[src/rtl/full_adder_using2halfadders.sv]
// Registered WIDTH-bit ripple-carry adder; each bit is a full adder built from two half-adder cells.
// Optional macro FA_OVF_EN adds the registered signed-overflow output ovf.
module full_adder_using2halfadders #(
  parameter int unsigned WIDTH = 1
) (
  input  logic             clk,
  input  logic             rst_n,
  input  logic [WIDTH-1:0] a,
  input  logic [WIDTH-1:0] b,
  input  logic             Cin,
  input  logic             in_valid,
  output logic [WIDTH-1:0] sum,
  output logic             carry,
  output logic             out_valid
`ifdef FA_OVF_EN
  ,
  output logic             ovf
`endif
);

  // Half-adder cell: {carry, sum} of two bits.
  function automatic logic [1:0] half_adder(input logic x, input logic y);
    return {x & y, x ^ y};
  endfunction

  logic [WIDTH:0]   cin_s;
  logic [WIDTH-1:0] s1_s;
  logic [WIDTH-1:0] c1_s;
  logic [WIDTH-1:0] c2_s;
  logic [WIDTH-1:0] rsum_s;

  logic [WIDTH-1:0] sum_d;
  logic [WIDTH-1:0] sum_q;
  logic             carry_d;
  logic             carry_q;
  logic             out_valid_d;
  logic             out_valid_q;
`ifdef FA_OVF_EN
  logic             ovf_d;
  logic             ovf_q;
`endif

  assign cin_s[0] = Cin;

  for (genvar i = 0; i < int'(WIDTH); i++) begin : g_bit
    assign {c1_s[i], s1_s[i]}   = half_adder(a[i], b[i]);
    assign {c2_s[i], rsum_s[i]} = half_adder(s1_s[i], cin_s[i]);
    assign cin_s[i+1]           = c1_s[i] | c2_s[i];
  end

  // Next-state: load the ripple result on an accepted input, otherwise hold.
  always_comb begin
    sum_d       = sum_q;
    carry_d     = carry_q;
    out_valid_d = 1'b0;
`ifdef FA_OVF_EN
    ovf_d       = ovf_q;
`endif
    if (in_valid) begin
      sum_d       = rsum_s;
      carry_d     = cin_s[WIDTH];
      out_valid_d = 1'b1;
`ifdef FA_OVF_EN
      ovf_d       = cin_s[WIDTH-1] ^ cin_s[WIDTH];
`endif
    end else begin
      sum_d       = sum_q;
      carry_d     = carry_q;
      out_valid_d = 1'b0;
`ifdef FA_OVF_EN
      ovf_d       = ovf_q;
`endif
    end
  end

  // Output registers with synchronous active-low reset.
  always_ff @(posedge clk) begin
    if (!rst_n) begin
      sum_q       <= {WIDTH{1'b0}};
      carry_q     <= 1'b0;
      out_valid_q <= 1'b0;
`ifdef FA_OVF_EN
      ovf_q       <= 1'b0;
`endif
    end else begin
      sum_q       <= sum_d;
      carry_q     <= carry_d;
      out_valid_q <= out_valid_d;
`ifdef FA_OVF_EN
      ovf_q       <= ovf_d;
`endif
    end
  end

  assign sum       = sum_q;
  assign carry     = carry_q;
  assign out_valid = out_valid_q;
`ifdef FA_OVF_EN
  assign ovf       = ovf_q;
`endif

endmodule

[config.mk]
export PLATFORM = sky130hd
export DESIGN_NAME = full_adder_using2halfadders
export DESIGN_NICKNAME = d
export VERILOG_FILES = /design/src/rtl/full_adder_using2halfadders.sv
export SDC_FILE = /design/constraint.sdc
export NUM_CORES = 1
export LEC_CHECK = 0
export BUFFER_PORTS_ARGS = -buffer_cell sky130_fd_sc_hd__buf_2
export CORE_AREA = 2 2 39 41
export DETAILED_ROUTE_END_ITERATION = 10
export DIE_AREA = 0 0 41 43
export GPL_TIMING_DRIVEN = 1
export PLACE_DENSITY = 0.3
export SETUP_SLACK_MARGIN = 0.5
export SYNTH_ARGS = -nofsm -noshare
export SYNTH_HDL_FRONTEND = slang
export SYNTH_SLANG_ARGS = --single-unit
[constraint.sdc]
create_clock -name clk -period 1 [get_ports clk]
set_input_delay 0.2 -clock clk [delete_from_list [all_inputs] [get_ports clk]]
set_output_delay 0.2 -clock clk [all_outputs]
set_load 0.01 [all_outputs]
==> summary.txt <==
Synthesis
  • Ranking of synthesized cells by area: dfxtp_1 50%, fa_1 17%, mux2i_1 17%, nor2b_1 10%, and2_2 6.3%
  • Yosys reg bits: 3
  • Post-synth EDFFs: 0
  • Mapped Cells: 9
  • Leading area contributor after synthesis: dfxtp_1
  • Synth unique cells: 5
  • Syn_area_per_cell: 13.3 um^2
  • Primary FF master, synth: dfxtp_1
  • Most common cell in the netlist: dfxtp_1
  • Synthesized area: around 120 um^2
  • Yosys top cell area share: ~50%
  • Net Count, Synth: 16
  • Top cells by count, synth: 3 x dfxtp_1, 2 x mux2i_1, 2 x nor2b_1
  • Sequential fraction of the synthesis area: 50.0%
  • Asr flop ratio synth: 0%
  • Synth warnings: 0

Critical path
  • Worst Path Max Fanout: 2
  • Slowest CP cell: dfxtp_2
  • Critical path arrival: about 0.66 ns
  • Crit path required time: 0.80 ns
  • Reg2Reg Setup Slack: 0.39 ns
  • CP Cell Sequence: buf_6
  • Critical path startpoint: carry
  • Cell family with most CP delay: flip-flops
  • Worst Setup Path Type: flip-flop to output port
  • Worst setup path endpoint: carry
  • Reg2reg end: sum
  • Crit path buffers/inverters: 1
  • Crit path largest cell delay: 0.31 ns
  • WP depth: 1
  • Setup crit end kind: output port
  • Startpoint types: flip-flop
  • Worst R2R Path Depth: 2
  • R2R Path Start: sum

Power and ir drop
  • Sw power: 0.0837 mW
  • Int Power: 0.319 mW
  • Sequential share of power: 33.9%
  • Comb power frac: 14.7%
  • Power Density: between 1500 and 2000 nW/um^2
  • Clock Power Share: 51.4%
  • Peak VDD IR: 219 uV
  • Pleak: between 0.1 and 0.15 nW
  • Switching share of total power: between 20% and 30%

Floorplanning
  • Die width: 41 um
  • # IOs: 9
  • Die Ht: 43 um
  • Total core area: 1380 um^2
  • Die footprint: 1760 um^2
  • Initial core utilization: 8.68%
  • Core Rows: 14

STA
  • Clock Skews: 0 ns
  • Max_slew headroom: 91.8%
  • Setup violators final: 0
  • Tcrit/Tclk final: 85.6%
  • Hold violation count in the final report: 0
  • Final setup margin: 0.144 ns
  • Period minus WS final: 0.856 ns
  • Fmax: 1170 MHz
  • Unrepaired setup endpoints after global routing: true
  • Setup TNS: 0 ns
  • Final Max Slew Viols: 0
  • Slew @ Worst Pin: 0.120 ns

Finish
  • Fin util: between 10% and 20%
  • Antenna diode count: 0
  • Footprint of the multi-input gates: 62.6 um^2
  • Final-layout fill cell count: 153
  • Sequential cell area: 63.8 um^2
  • Finished Cell Area: 244 um^2
  • Nets: 29
  • P&R area growth vs syn: 103%
  • Proportion of layout cells with a drive suffix above 1: 76.2%

Detailed routing
  • DR pass1 iterations: 2
  • Initial drt markers: 1
  • Post-route ant nets: 0
  • Vias: 107
  • Vias per cell: 2.89
  • DRC Markers: 0
  • DR WL/cell: 7.14 um
  • Final WL: ~260 um

Global routing
  • First-pass GRT wire length: about 380 um
  • Vias in the first global route: 111
  • Largest net degree at the start of global routing: 4
  • Initial antenna violation count: 0
  • Grt ovf: 0
  • Overall routing resource usage: 4.11%

Placement
  • IO buf count: 8
  • Post-DP Area: 183 um^2
  • Placer Congestion: 0.444
  • Placement Setup Slack: -0.0880 ns
  • Post-DP HPWL: 215 um

CTS
  • CTS HTree Levels: 1
  • Maximum root-to-sink buffer count: 2
  • Clock Pin Slew Worst Setup and Hold Paths: approximately 0.04 ns
  • CTS root buf: clkbuf_4
  • Num CTS Buffers: 3
  • Clock net sink count: 3
  • Cts hold-fix bufs: 0
  • CTS tree: built
  • Clk_lat worst skew: between 0.2 and 0.25 ns

Status
  • Status: finished clean

Run
  • Max_cap viols: 0

Hold path
  • Min-Delay Path Class: input port to flip-flop
  • Worst hold path startpoint: rst_n
power groups by stage:
| stage | Combinational (mW) | Sequential, mW | Clock, mW |
|---|---|---|---|
| floorplan | 0.0162 | 0.140 | 0 |
| global placement | 0.0454 | 0.135 | 0 |
| detailed placement | 0.0458 | 0.135 | 0 |
| CTS | 0.0584 | 0.137 | 0.219 |
| global route | 0.0652 | 0.137 | 0.232 |
| finish | 0.0594 | 0.136 | 0.207 |
kinds of logic after synthesis:
family / share of synthesized area, %
adders and majority gates: 16.7
DFF: 50.0
muxes: 16.7
and+or+nand+nor: 16.7
per-layer routing:
metal | track usage (%) | part of all wire [%]
met4 | 8.00 | 0
met5 | 0 | 0
met1 | 2.88 | 37
met2 | 4.38 | 48
met3 | 3.14 | 14
worst min path at each step:
stage                      to  slack, ns  depth (start not counted)
finish                  carry       0.21                          2
global route        out_valid       0.21                          2
CTS                     carry       0.21                          2
detailed placement      carry       0.45                          2
global placement          sum       0.45                          2
floorplan               carry       0.33                          1
cell usage in the layout, fill, tap and decap left out:
cell / instances
buf_6: 5
mux2i_1: 2
clkbuf_1: 1
buf_2: 3
clkbuf_4: 3
dfxtp_2: 3
fa_2: 1
nor2b_1: 2
and2_2: 1
stage by stage:
stage                     total power, mW  hold slack (ns)  std cells
final                               0.403            0.214         37
after global routing                0.434            0.213         37
after CTS                           0.414            0.210         37
after detailed placement            0.181            0.455         33
after global placement              0.180            0.446         33
after floorplan                     0.156            0.328          9
flip-flops by register name, indices dropped and copies added, names as in the netlist:
register,count
sum,1
out_valid,1
carry,1
final cells by class:
cell class | count | area share (%)
Sequential cell | 3 | 26.2
Tap cell | 16 | 8.21
Multi-Input combinational cell | 6 | 25.6
Timing Repair Buffer | 8 | 29.2
Clock buffer | 4 | 10.8
timing repair:
item | in CTS | in global routing
endpoints found under the setup margin | 5 | 5
resized for setup | 6 | 1
pin swaps | 1 | 1
setup buffers | 0 | 0
(Power assumes the default switching activity.)
